$ cat config.mk
export PLATFORM = sky130hd
export DESIGN_NAME = mul_result_serializer
export DESIGN_NICKNAME = d
export VERILOG_FILES = /design/src/rtl/mul_result_serializer.sv
export SDC_FILE = /design/constraint.sdc
export NUM_CORES = 1
export LEC_CHECK = 0
export ABC_AREA = 1
export CAP_MARGIN = 20
export CORE_ASPECT_RATIO = 1.5
export CORE_MARGIN = 1.5
export CORE_UTILIZATION = 54
export DETAILED_ROUTE_END_ITERATION = 6
export PLACE_DENSITY = 0.83
export SLEW_MARGIN = 20
export SYNTH_ARGS = -nofsm -noshare
export SYNTH_HDL_FRONTEND = slang
export SYNTH_SLANG_ARGS = --single-unit
export TNS_END_PERCENT = 5
$ cat constraint.sdc
create_clock -name clk -period 2.4 [get_ports clk]
set_input_delay 0.24 -clock clk [delete_from_list [all_inputs] [get_ports clk]]
set_output_delay 0.24 -clock clk [all_outputs]
set_load 0.05 [all_outputs]
$ cat src/rtl/mul_result_serializer.sv
// mul_result_serializer
//
// Sits behind the 8-cycle shift-add multiplier. Each 16-bit product is taken on a
// valid/ready handshake into a small FIFO, then popped into a holding register and sent
// out as two bytes, low byte first, on a valid/ack byte bus. The reader may stall for
// any length of time; the FIFO absorbs the multiplier's output meanwhile.
//
// Ports:
//   clk         clock, all state updates on the rising edge
//   rst_n       synchronous active-low reset
//   in_valid    product on in_data is valid this cycle
//   in_ready    FIFO can accept a product (not full), combinational from fifo_count
//   in_data     16-bit unsigned product
//   out_byte    current output byte (registered)
//   out_valid   out_byte is valid (registered)
//   out_last    high while out_byte is the high byte of the product (registered)
//   out_ack     reader consumes out_byte this cycle
//   fifo_count  products waiting in the FIFO (the word being serialized not included)
//   ack_err     sticky flag: out_ack seen while out_valid was low

module mul_result_serializer #(
    parameter int unsigned DEPTH = 2
) (
    input  logic                     clk,
    input  logic                     rst_n,
    input  logic                     in_valid,
    output logic                     in_ready,
    input  logic [15:0]              in_data,
    output logic [7:0]               out_byte,
    output logic                     out_valid,
    output logic                     out_last,
    input  logic                     out_ack,
    output logic [$clog2(DEPTH):0]   fifo_count,
    output logic                     ack_err
);

    localparam int unsigned AW = $clog2(DEPTH);
    localparam int unsigned CW = AW + 1;
    localparam logic [CW-1:0] FullCount = CW'(DEPTH);

    typedef enum logic [1:0] {
        StIdle  = 2'd0,
        StByte0 = 2'd1,
        StByte1 = 2'd2
    } state_e;

    // FIFO storage and bookkeeping
    logic [15:0]   mem [DEPTH];
    logic [AW-1:0] wr_ptr_q;
    logic [AW-1:0] rd_ptr_q;
    logic [CW-1:0] count_q;
    logic [CW-1:0] count_d;

    // Serializer state
    state_e        state_q;
    state_e        state_d;
    logic [15:0]   hold_q;
    logic [15:0]   hold_d;

    logic          push;
    logic          pop;

    logic [7:0]    out_byte_d;
    logic          out_valid_d;
    logic          out_last_d;

    // in_ready comes from the registered count only, so a pop in the same cycle never
    // frees a slot for an incoming word; the slot shows up as free on the next cycle.
    assign in_ready   = (count_q != FullCount);
    assign push       = in_valid && in_ready;
    assign fifo_count = count_q;

    // ------------------------------------------------------------------------
    // FIFO
    // ------------------------------------------------------------------------
    // Storage is not reset; only the pointers and count define what is valid.
    always_ff @(posedge clk) begin
        if (push) begin
            mem[wr_ptr_q] <= in_data;
        end
    end

    always_comb begin
        count_d = count_q;
        unique case ({push, pop})
            2'b10:   count_d = count_q + 1'b1;
            2'b01:   count_d = count_q - 1'b1;
            default: count_d = count_q;
        endcase
    end

    // Pointers wrap naturally because DEPTH is a power of two.
    always_ff @(posedge clk) begin
        if (!rst_n) begin
            wr_ptr_q <= '0;
            rd_ptr_q <= '0;
            count_q  <= '0;
        end else begin
            if (push) begin
                wr_ptr_q <= wr_ptr_q + 1'b1;
            end
            if (pop) begin
                rd_ptr_q <= rd_ptr_q + 1'b1;
            end
            count_q <= count_d;
        end
    end

    // ------------------------------------------------------------------------
    // Serializer FSM
    // ------------------------------------------------------------------------
    always_comb begin
        state_d = state_q;
        hold_d  = hold_q;
        pop     = 1'b0;

        unique case (state_q)
            StIdle: begin
                if (count_q != '0) begin
                    pop     = 1'b1;
                    hold_d  = mem[rd_ptr_q];
                    state_d = StByte0;
                end
            end
            StByte0: begin
                if (out_ack) begin
                    state_d = StByte1;
                end
            end
            StByte1: begin
                if (out_ack) begin
                    // Reload straight from the FIFO so a busy stream has no idle cycle.
                    if (count_q != '0) begin
                        pop     = 1'b1;
                        hold_d  = mem[rd_ptr_q];
                        state_d = StByte0;
                    end else begin
                        state_d = StIdle;
                    end
                end
            end
            default: begin
                state_d = StIdle;
            end
        endcase
    end

    // Outputs are registered from the next state so they change only on an edge.
    always_comb begin
        out_valid_d = 1'b0;
        out_last_d  = 1'b0;
        out_byte_d  = 8'h00;
        unique case (state_d)
            StByte0: begin
                out_valid_d = 1'b1;
                out_byte_d  = hold_d[7:0];
            end
            StByte1: begin
                out_valid_d = 1'b1;
                out_last_d  = 1'b1;
                out_byte_d  = hold_d[15:8];
            end
            default: begin
                out_valid_d = 1'b0;
            end
        endcase
    end

    always_ff @(posedge clk) begin
        if (!rst_n) begin
            state_q   <= StIdle;
            hold_q    <= '0;
            out_byte  <= 8'h00;
            out_valid <= 1'b0;
            out_last  <= 1'b0;
        end else begin
            state_q   <= state_d;
            hold_q    <= hold_d;
            out_byte  <= out_byte_d;
            out_valid <= out_valid_d;
            out_last  <= out_last_d;
        end
    end

    // A stray ack is only recorded; the FSM ignores it because it only looks at out_ack
    // in the byte states, where out_valid is high.
    always_ff @(posedge clk) begin
        if (!rst_n) begin
            ack_err <= 1'b0;
        end else if (out_ack && !out_valid) begin
            ack_err <= 1'b1;
        end
    end

endmodule
### Yosys cells after proc, flatten, opt, wreduce, memory -nomap -nowiden

Memories as Yosys holds them, arrays and structs flattened. A register that Yosys moved wholly into a read port is not among the register bits.
Index checks and enable logic that the tools add are counted.

* register bits: 33
* bits in writable memories: 32
* bits of input ports: 20
* output and inout bits: 14
* word-level logic and storage cells: 47
* memories: 1

Memories
* mem: words 2, width 16, read ports 1, clocked after Yosys merged registers in 1, wr ports 1, RTL line 48 `logic [15:0] mem [DEPTH];`

* add/sub/neg operators: 4
* equal/unequal tests: 7
* multiplexer cells: 19
* reduce and logical (&&, ||, !) cells: 7

Operator list (count)
* two-way mux 16 bit: 2
* one-hot mux 16 bit (2 select lines): 1
* one-hot mux 8 bit (2 select lines): 1
* two-way mux 1 bit: 9
* equality test 2 x 1 -> 1 bit (second input constant): 3
* equality test 2 bit (second input constant): 3
* two-way mux 2 bit: 3
* one-hot mux 2 bit (3 select lines): 1
* one-hot mux 2 bit (2 select lines): 1
* nonzero test 2 bit: 2
* adder 1 bit (second input constant): 2
* adder 2 x 1 -> 2 bit (second input constant): 1
* logical AND 1 bit: 2
* logical NOT 2 bit: 1
* inequality test 2 bit (second input constant): 1
* one-hot mux 1 bit (2 select lines): 1
* OR reduction 2 bit: 1
* subtractor 2 x 1 -> 2 bit (second input constant): 1
* logical NOT 1 bit: 1

### Depth between registers and ports, before layout

Gate-level depths: netlist (run 1).

* depth in word-level cells: 7
* gate-level depth with buffers: 10
* gate-level depth less buffers: 9

### Worst setup path after synthesis (run 1)

No wires, ideal clock.

* kind: flip-flop to flip-flop
* start: register count_q[0] (netlist: fifo_count[0])
* end: memory mem[1][0] (enable)
* setup time: 0.390 ns
* arrival: 2.099 ns
* data required time: 2.010 ns
* slack: -0.089 ns
* stages on the path, launching flop included: 5
* path buffers: 0
* period minus slack after synthesis: 2.489 ns
* path through: dfxtp_1 -> inv_2 -> nand2_1 -> nand2_1 -> nor2_1

* word-level cells in the longest chain between the ends: 4

RTL lines
* from (decl): RTL line 51 `logic [CW-1:0] count_q;`
* from (signal assigned): RTL line 105 `count_q <= count_d;`
* inequality test 2 bit: RTL line 69 `assign in_ready = (count_q != FullCount);`
* net in_ready: RTL line 27 `output logic in_ready,`
* logical AND 1 bit: RTL line 70 `assign push = in_valid && in_ready;`
* two-way mux 1 bit: RTL line 78 `if (push) begin`
* two-way mux 1 bit (implied by the code): RTL line 79 `mem[wr_ptr_q] <= in_data;`
* to (decl): RTL line 48

The timed path passes the listed nets, and every way through them passes these cells.

### Worst setup path in the final report (run 1)

* start: register count_q[0] (netlist: fifo_count[0])
* end: output port in_ready

* word-level cells in the longest chain between the ends: 1

RTL lines (RTL line)
* inequality test 2 bit: 69
* to (decl): 27

Every way passes these cells.

==> results of run 1 <==
==> cell usage after synthesis <==
master / n / area [um2]
a21oi_1: 14 / 70.1
buf_4: 1 / 7.51
buf_6: 3 / 33.8
clkbuf_1: 4 / 15.0
dfxtp_1: 34 / 681
edfxtp_1: 32 / 961
ha_1: 3 / 37.5
inv_1: 40 / 150
inv_2: 3 / 11.3
nand2_1: 72 / 270
nand2_2: 1 / 6.26
nand2_4: 1 / 11.3
nand3_1: 25 / 125
nand3_4: 1 / 17.5
nor2_1: 26 / 97.6
nor2_2: 2 / 12.5
nor3_1: 1 / 5.00
o21ai_0: 7 / 35.0
o21ai_1: 5 / 25.0
or2_1: 1 / 6.26
or2_2: 7 / 43.8
==> final timing paths <==
kind | end | slack, ns | depth (start not counted)
hold reg to reg | register | 0.48 | 1
setup / recovery | in_ready | 0.46 | 3
hold / removal | mem[1][3]$_DFFE_PP_ | 0.47 | 1
setup reg to reg | out_byte[7]$_SDFF_PN0_ | 0.63 | 9
==> layout by cell type, fill, tap and decap left out, types with 3 or more instances in the layout <==
cell	n
nand2_1	72
inv_1	40
dfxtp_1	34
clkdlybuf4s50_1	33
edfxtp_1	32
nor2_1	25
nand3_1	25
a21oi_1	14
clkbuf_8	9
o21ai_0	7
or2_2	7
o21ai_1	5
clkinvlp_4	4
buf_4	4
inv_2	3
nor2_2	3
ha_1	3
==> per-layer routing <==
| layer | track usage | vias to the layer above | wire length, um |
|---|---|---|---|
| li1 | - | 983 | - |
| met1 | 0.223 | 833 | 1810 |
| met2 | 0.325 | 46 | 2350 |
| met3 | 0.0307 | 13 | 150 |
| met4 | 0.168 | 0 | 182 |
| met5 | 0 | - | 0 |
==> report_power, final <==
| part | internal, uW | total [uW] | leakage, uW | switching (uW) |
|---|---|---|---|---|
| registers | 1490 | 1620 | 0.000579 | 130 |
| clock network | 474 | 896 | 0.0000873 | 422 |
| logic | 570 | 1710 | 0.000709 | 1140 |
==> flip-flops by register name, summed over array words and instances, names as in the netlist, named ones only <==
register and cells:
rd_ptr_q 1, ack_err 1, hold_q 16, wr_ptr_q 1, out_byte 8, state_q 2, out_valid 1, out_last 1
fifo_count 2, mem 32
==> through the flow <==
stage | setup TNS, ns | area [um2] | instances
finish | 0 | 3200 | 392
CTS | 0 | 3200 | 392
global route | 0 | 3200 | 392
floorplan | -1.37 | 2630 | 283
global placement | 0 | 3010 | 376
detailed placement | 0 | 3010 | 376
==> worst max-delay path, stage by stage (launching register included) <==
cell and delay, ns:
dfxtp_1 0.39, inv_2 0.07, nand2_1 0.09, clkdlybuf4s50_1 0.81
==> kinds of logic after synthesis <==
kind of cell | synth area share
AOI/OAI and AO/OA | 0.0496
buffers and inverters | 0.0830
adders and majority gates | 0.0143
DFF | 0.626
and+or+nand+nor | 0.227
==> layout make-up <==
class	instances	share of cell area
well taps	64	0.0250
inverters	43	0.0504
clock inverters	7	0.0219
clock buffers	9	0.0387
flip-flops and latches	66	0.512
multi-input cells	166	0.239
repair buffers	37	0.113
==> results.cfg, run 1 <==
[status]
outcome = finished clean

[detailed_routing]
wl_mm = 4.50
vias = 1875
routedWlPerCell_um = 11.5
viasPerCell = 4.78
drc = 0
ant_nets = 0
dr.pass1.iters = 4
drtIter0Drc = 69

[clock_network]
clkSinkCount = 66
cts_buffers = 9
cts_root_buf = clkbuf_8
clock_latency_ns = 0.34
cts_hold_buf = 0
htreeDepth = 3
post_cts_buffers = 0
post_cts_resized = 0
clk_path_buf_depth = 2
clk_pin_slew_ns = 0.07
cts_tree = built

[power]
power.total_uw = 4230
vdd_ir_drop_max_mv = 0.831
p_per_area_nw_per_um2 = 1320
leakage_uw = 0.00138

[placement]
place_congestion = 0.826
dp_hpwl_mm = 3.29
place.port_buffers = 33
dpl_worst_slack_ns = 0.292

[die]
die_h_um = 88.4
initial_core_util = 0.573
die_w_um = 59.9
die-area_um2 = 5290
std_cell_rows = 30
io_pins = 34
core_area_um2 = 4580

[timing]
setup-violations-final = 0
max_slew.worst_pin.slew_ns = 0.512
rsz0062_at_grt = no
final_max_slew_viol_count = 0
fin_skew_ns = 0.00549
fin_crit_sh = 0.809
whs_ns = 0.474
layout_setup_ws_ns = 0.458
fin_crit_ns = 1.94
fmax_ghz = 0.515
slew_headroom = 0.658
hold_violations = 0

[cells_and_area]
num_antenna_cells = 0
final_layout_size_suffix_gt1_frac = 0.110
multi_input_area_um2 = 766
seqCellArea_um2 = 1640
nets = 346
syn_to_final_growth_pct = 22.1
final_core_util = 0.699
fillers = 368

[synthesis]
synth_area_um2 = 2620
yosysSeqAreaShare = 0.626
ys_types = 21
ys_seq_elements = 66
avgSynthCellArea_um2 = 9.27
yosysWarnings = 0
synthCells = 283
synth_nets = 306

[setup_path]
end_kind = output pin
r2r_start = fifo_count[1]$_SDFFE_PN0P_
cp-start-kind = register
crit_arrival_ns = 1.70
critical_path_class = register to output pin
worstSetupStartpoint = fifo_count[0]$_SDFFE_PN0P_
path_max_fanout = 5
critical_path_required_ns = 2.16

[flow_run]
maxCapViolations = 0

[global_routing]
grtUsageTotal = 0.200
overflow = 0
grt_max_degree = 18
grt_pass1_vias = 1808
antenna_found_initial = 0
grt_pass1_wl_mm = 7.55

[hold_path]
hp-start = in_data[3]
hp-class = primary input to register
Power figures use the tool's default switching activity.
==> inputs of run 2 (changes only) <==
--- a/config.mk
+++ b/config.mk
@@ -9,9 +9,9 @@
 export CAP_MARGIN = 20
 export CORE_ASPECT_RATIO = 1.5
 export CORE_MARGIN = 1.5
-export CORE_UTILIZATION = 54
+export CORE_UTILIZATION = 49
 export DETAILED_ROUTE_END_ITERATION = 6
-export PLACE_DENSITY = 0.83
+export PLACE_DENSITY = 0.8
 export SLEW_MARGIN = 20
 export SYNTH_ARGS = -nofsm -noshare
 export SYNTH_HDL_FRONTEND = slang
==> constraint.sdc (replaced) <==
create_clock -name clk -period 1.6 [get_ports clk]
set_input_delay 0.16 -clock clk [delete_from_list [all_inputs] [get_ports clk]]
set_output_delay 0.16 -clock clk [all_outputs]
set_load 0.05 [all_outputs]
==> results.cfg, run 2 (synthesis results as in run 1) <==
[die]
die_w_um = 62.7
core_area_um2 = 5160
io_pins = 34
die_h_um = 92.6
std_cell_rows = 32
die-area_um2 = 5810
initial_core_util = 0.508

[cells_and_area]
nets = 356
design_area_um2 = 3320
mostFrequentLayoutCell = nand2_1
top_register = mem
syn_to_final_growth_pct = 26.6
final_layout_size_suffix_gt1_frac = 0.195
num_antenna_cells = 0
mostFrequentLayoutCells = nand2_1 (70), inv_1 (37), edfxtp_1 (32)
largest_reg_flops = 32
reg.largest.list = mem x32, hold_q x16, out_byte x8
final_core_util = 0.643

[timing]
fin_crit_sh = 0.906
final_max_slew_viol_count = 0
fin_skew_ns = 0.0112
max_slew.worst_pin.slew_ns = 0.486
slew_headroom = 0.677
fin_tns_setup_ns = 0
fin_crit_ns = 1.45
whs_ns = 0.401
setup-violations-final = 0
rsz0062_at_grt = no
hold_violations = 0
layout_setup_ws_ns = 0.150
fmax_ghz = 0.690

[setup_path]
ff2ff_path_depth = 9
crit_arrival_ns = 1.72
r2r_start = fifo_count[1]$_SDFFE_PN0P_
critical_path_class = register to register
r2r-end = out_byte[5]$_SDFF_PN0_
cp-start-kind = register
critical_path_required_ns = 1.87
r2r_slack_ns = 0.15
end_kind = register
path_max_fanout = 8

[status]
outcome = finished clean

[detailed_routing]
dr.pass1.iters = 6
routedWlPerCell_um = 11.6
viasPerCell = 4.77
wl_mm = 4.71
vias = 1938
drtIter0Drc = 93
ant_nets = 0
drc = 0

[power]
leakage_uw = 0.00148
vdd_ir_drop_max_mv = 0.886
p_per_area_nw_per_um2 = 1980

[flow_run]
maxCapViolations = 0

[clock_network]
cts_buffers = 9
htreeDepth = 3
cts_tree = built
clk_path_buf_depth = 2
cts_root_buf = clkbuf_8
post_cts_buffers = 0
clkSinkCount = 66
clock_latency_ns = 0.34
clk_pin_slew_ns = 0.07

[hold_path]
hp-class = primary input to register
hp-start = in_data[15]
min_path_cells = 1
min_to = mem[0][15]$_DFFE_PP_

[global_routing]
grtUsageTotal = 0.182
antenna_found_initial = 0
overflow = 0
grt_pass1_vias = 1867
grt_max_degree = 18
grt_pass1_wl_mm = 7.98

[placement]
placedInstanceArea_um2 = 3140
dpl_worst_slack_ns = -0.224
place_congestion = 0.840
place.port_buffers = 33
dp_hpwl_mm = 3.29
run 2: cell count changes in the layout (fill, tap and decap cells not counted), sizes merged:
cell	change
buf	+19
clkdlybuf4s50	-14
clkbuf	+5
dlygate4sd2	+5
clkinvlp	-4
bufinv	-1
clkinv	-1
inv	+1
run 2: cell type report:
cell class	count	area, um2
timing repair buffer	47	432
multi-input combinational	166	805
sequential	66	1650
inverter	43	164
fill	417	1840
clock buffer	14	173
tap	68	85.1
clock inverter	2	11.3
run 2: what timing repair did:
item,in CTS,in global routing
setup endpoints to repair,5,9
gates cloned,0,0
gates resized for setup,5,7
hold buffers,0,0
run 2: per-stage QoR:
stage	cells	total power, uW
after global placement	390	5220
after floorplan	283	4550
after CTS	406	6590
final	406	6580
after global routing	406	7070
after detailed placement	390	5300
run 2: worst max-delay path, stage by stage, from the launching register on:
cell	delay, ns
dfxtp_4	0.40
inv_2	0.06
nand2_2	0.07
nand3_4	0.06
nand2_1	0.08
inv_1	0.06
ha_1	0.30
nor2_2	0.13
inv_2	0.09
a21oi_1	0.14
run 2: worst max path at each step:
| stage | depth (start not counted) | end | from | slack (ns) |
|---|---|---|---|---|
| 2_1_floorplan | 10 | out_byte[0]$_SDFF_PN0_ | fifo_count[0]$_SDFFE_PN0P_ | -0.01 |
| 3_3_place_gp | 10 | fifo_count[1]$_SDFFE_PN0P_ | out_ack | -0.13 |
| 3_5_place_dp | 10 | fifo_count[1]$_SDFFE_PN0P_ | out_ack | -0.22 |
| 4_1_cts | 7 | fifo_count[1]$_SDFFE_PN0P_ | fifo_count[1]$_SDFFE_PN0P_ | 0.05 |
| 5_1_grt | 9 | out_byte[4]$_SDFF_PN0_ | fifo_count[1]$_SDFFE_PN0P_ | 0.02 |
| 6_report | 9 | out_byte[5]$_SDFF_PN0_ | fifo_count[1]$_SDFFE_PN0P_ | 0.15 |
run 2: layer usage:
layer / share of wire / GRT usage
met1: 0.43 / 0.212
met2: 0.47 / 0.285
met3: 0.056 / 0.0522
met4: 0.045 / 0.131
met5: 0 / 0
run 2: power breakdown:
part           switching, uW  internal, uW
combinational           1840          1020
clock                    583           689
sequential               193          2260
total                   2620          3970
==> inputs of run 3 (changes only) <==
--- a/config.mk
+++ b/config.mk
@@ -6,12 +6,13 @@
 export NUM_CORES = 1
 export LEC_CHECK = 0
 export ABC_AREA = 1
+export ABC_CLOCK_PERIOD_IN_PS = 1600
 export CAP_MARGIN = 20
 export CORE_ASPECT_RATIO = 1.5
 export CORE_MARGIN = 1.5
-export CORE_UTILIZATION = 49
+export CORE_UTILIZATION = 40
 export DETAILED_ROUTE_END_ITERATION = 6
-export PLACE_DENSITY = 0.8
+export PLACE_DENSITY = 0.68
 export SLEW_MARGIN = 20
 export SYNTH_ARGS = -nofsm -noshare
 export SYNTH_HDL_FRONTEND = slang
==> results.cfg, run 3 (synthesis results as in run 1) <==
[status]
outcome = finished clean

[timing]
fin_crit_sh = 0.906
fin_crit_ns = 1.45
whs_ns = 0.405
final_max_slew_viol_count = 0
fmax_ghz = 0.690
max_slew.worst_pin.slew_ns = 0.483
fin_skew_ns = 0.0119
fin_tns_setup_ns = 0
hold_violations = 0
rsz0062_at_grt = no
setup-violations-final = 0
slew_headroom = 0.679

[detailed_routing]
wl_met1_mm = 1.94
wl_mm = 4.61
top_layer = met4
wl_met2_mm = 2.35
drc = 0
dr.pass1.iters = 5
viasPerCell = 4.71
routedWlPerCell_um = 11.1
ant_nets = 0
vias = 1948
wl_met3_um = 204
drtIter0Drc = 72

[setup_path]
slowest_stage = dfxtp_1
r2r_slack_ns = 0.15
cp_slowest_stage_delay_ns = 0.41
crit_arrival_ns = 1.67
r2r_start = state_q[1]$_SDFF_PN0_
ff2ff_path_depth = 8
end_kind = register
crit_chain = nand2_4 > nand2_1 > nor2_2 > ha_1 > a21oi_1 > o21ai_0 > o21ai_0 > a21oi_1
cp-start-kind = register
r2r-end = fifo_count[1]$_SDFFE_PN0P_
critical_path_required_ns = 1.82
critical_path_class = register to register
path_max_fanout = 3

[hold_path]
min_to = mem[0][12]$_DFFE_PP_
hp-class = primary input to register
hp-start = in_data[12]
min_path_cells = 1

[cells_and_area]
fillers = 582
multi_input_area_um2 = 802
instances_no_fill = 414
reg.largest.list = mem x32, hold_q x16, out_byte x8
seqCellArea_um2 = 1650
mostFrequentLayoutCells = nand2_1 (70), inv_1 (37), edfxtp_1 (32)
num_antenna_cells = 0
top_register = mem
syn_to_final_growth_pct = 28.4
final_core_util = 0.526
largest_reg_flops = 32
nets = 356
final_layout_size_suffix_gt1_frac = 0.201
mostFrequentLayoutCell = nand2_1

[clock_network]
clock_latency_ns = 0.34
post_cts_resized = 3
clk_pin_slew_ns = 0.07
cts_buffers = 9
post_cts_buffers = 0
cts_tree = built
clkSinkCount = 66
clk_path_buf_depth = 2
htreeDepth = 3
cts_hold_buf = 0
cts_root_buf = clkbuf_8

[placement]
dp_hpwl_mm = 3.43
dpl.cell_count = 398
place.port_buffers = 33
place_congestion = 0.806

[global_routing]
grtUsageTotal = 0.144
grt_max_degree = 18
grt_pass1_vias = 1792
grt_pass1_wl_mm = 7.85
antenna_found_initial = 0
overflow = 0

[power]
vdd_ir_drop_max_mv = 0.705
power.total_uw = 6710
p_per_area_nw_per_um2 = 1990
leakage_uw = 0.00150

[die]
die-area_um2 = 7060
std_cell_rows = 36
io_pins = 34
die_h_um = 102
initial_core_util = 0.410
die_w_um = 69.1
core_area_um2 = 6400

[flow_run]
maxCapViolations = 0
## run 3: changes by cell type in the layout (fill, tap and decap cells not counted), moves of 2 or more
cell	previous run	this run
o21ai_1	7	5
o21ai_0	5	7
buf_4	21	23
clkbuf_8	12	9
clkbuf_16	0	3
dlygate4sd2_1	5	3
clkinv_4	0	2
clkbuf_1	2	0
## run 3: layer usage
metal  up-vias  global-route usage
li1       1000                   -
met1       891               0.158
met2        44               0.249
met3        13              0.0444
met4         0              0.0814
met5         -                   0
## run 3: per-stage QoR
stage                     area (um2)  setup WS [ns]
after floorplan                 2670        -0.0103
after detailed placement        3140         -0.192
after CTS                       3360         0.0898
final                           3370          0.150
after global routing            3370         0.0299
after global placement          3140         -0.151
## run 3: critical path: cells and delay by family (launching register included)
kind	cells	cell delay, ns
flip-flops	1	0.41
AO/OA/AOI/OAI	4	0.42
adder cells (fa/ha/maj)	1	0.29
AND/OR/NAND/NOR	3	0.22
## run 3: area by class of cell
| type | instances | area share |
|---|---|---|
| Sequential cell | 66 | 0.490 |
| Inverter | 43 | 0.0487 |
| Multi-Input combinational cell | 166 | 0.238 |
| Clock inverter | 4 | 0.00818 |
| Timing Repair Buffer | 47 | 0.127 |
| Tap cell | 76 | 0.0282 |
| Clock buffer | 12 | 0.0591 |
## run 3: power breakdown
group | internal (uW) | total, uW | switching (uW)
registers | 2260 | 2440 | 182
logic | 1010 | 2810 | 1790
clock network | 845 | 1460 | 620
total | 4120 | 6710 | 2590
## run 3: worst max path at each step
stage | startpoint | to | slack (ns) | cells after the start
after floorplan | fifo_count[0]$_SDFFE_PN0P_ | out_byte[0]$_SDFF_PN0_ | -0.01 | 10
after global placement | out_ack | fifo_count[1]$_SDFFE_PN0P_ | -0.15 | 10
after detailed placement | out_ack | fifo_count[1]$_SDFFE_PN0P_ | -0.19 | 10
after CTS | state_q[0]$_SDFF_PN0_ | out_byte[5]$_SDFF_PN0_ | 0.09 | 9
after global routing | fifo_count[1]$_SDFFE_PN0P_ | out_byte[5]$_SDFF_PN0_ | 0.03 | 9
final | state_q[1]$_SDFF_PN0_ | fifo_count[1]$_SDFFE_PN0P_ | 0.15 | 8
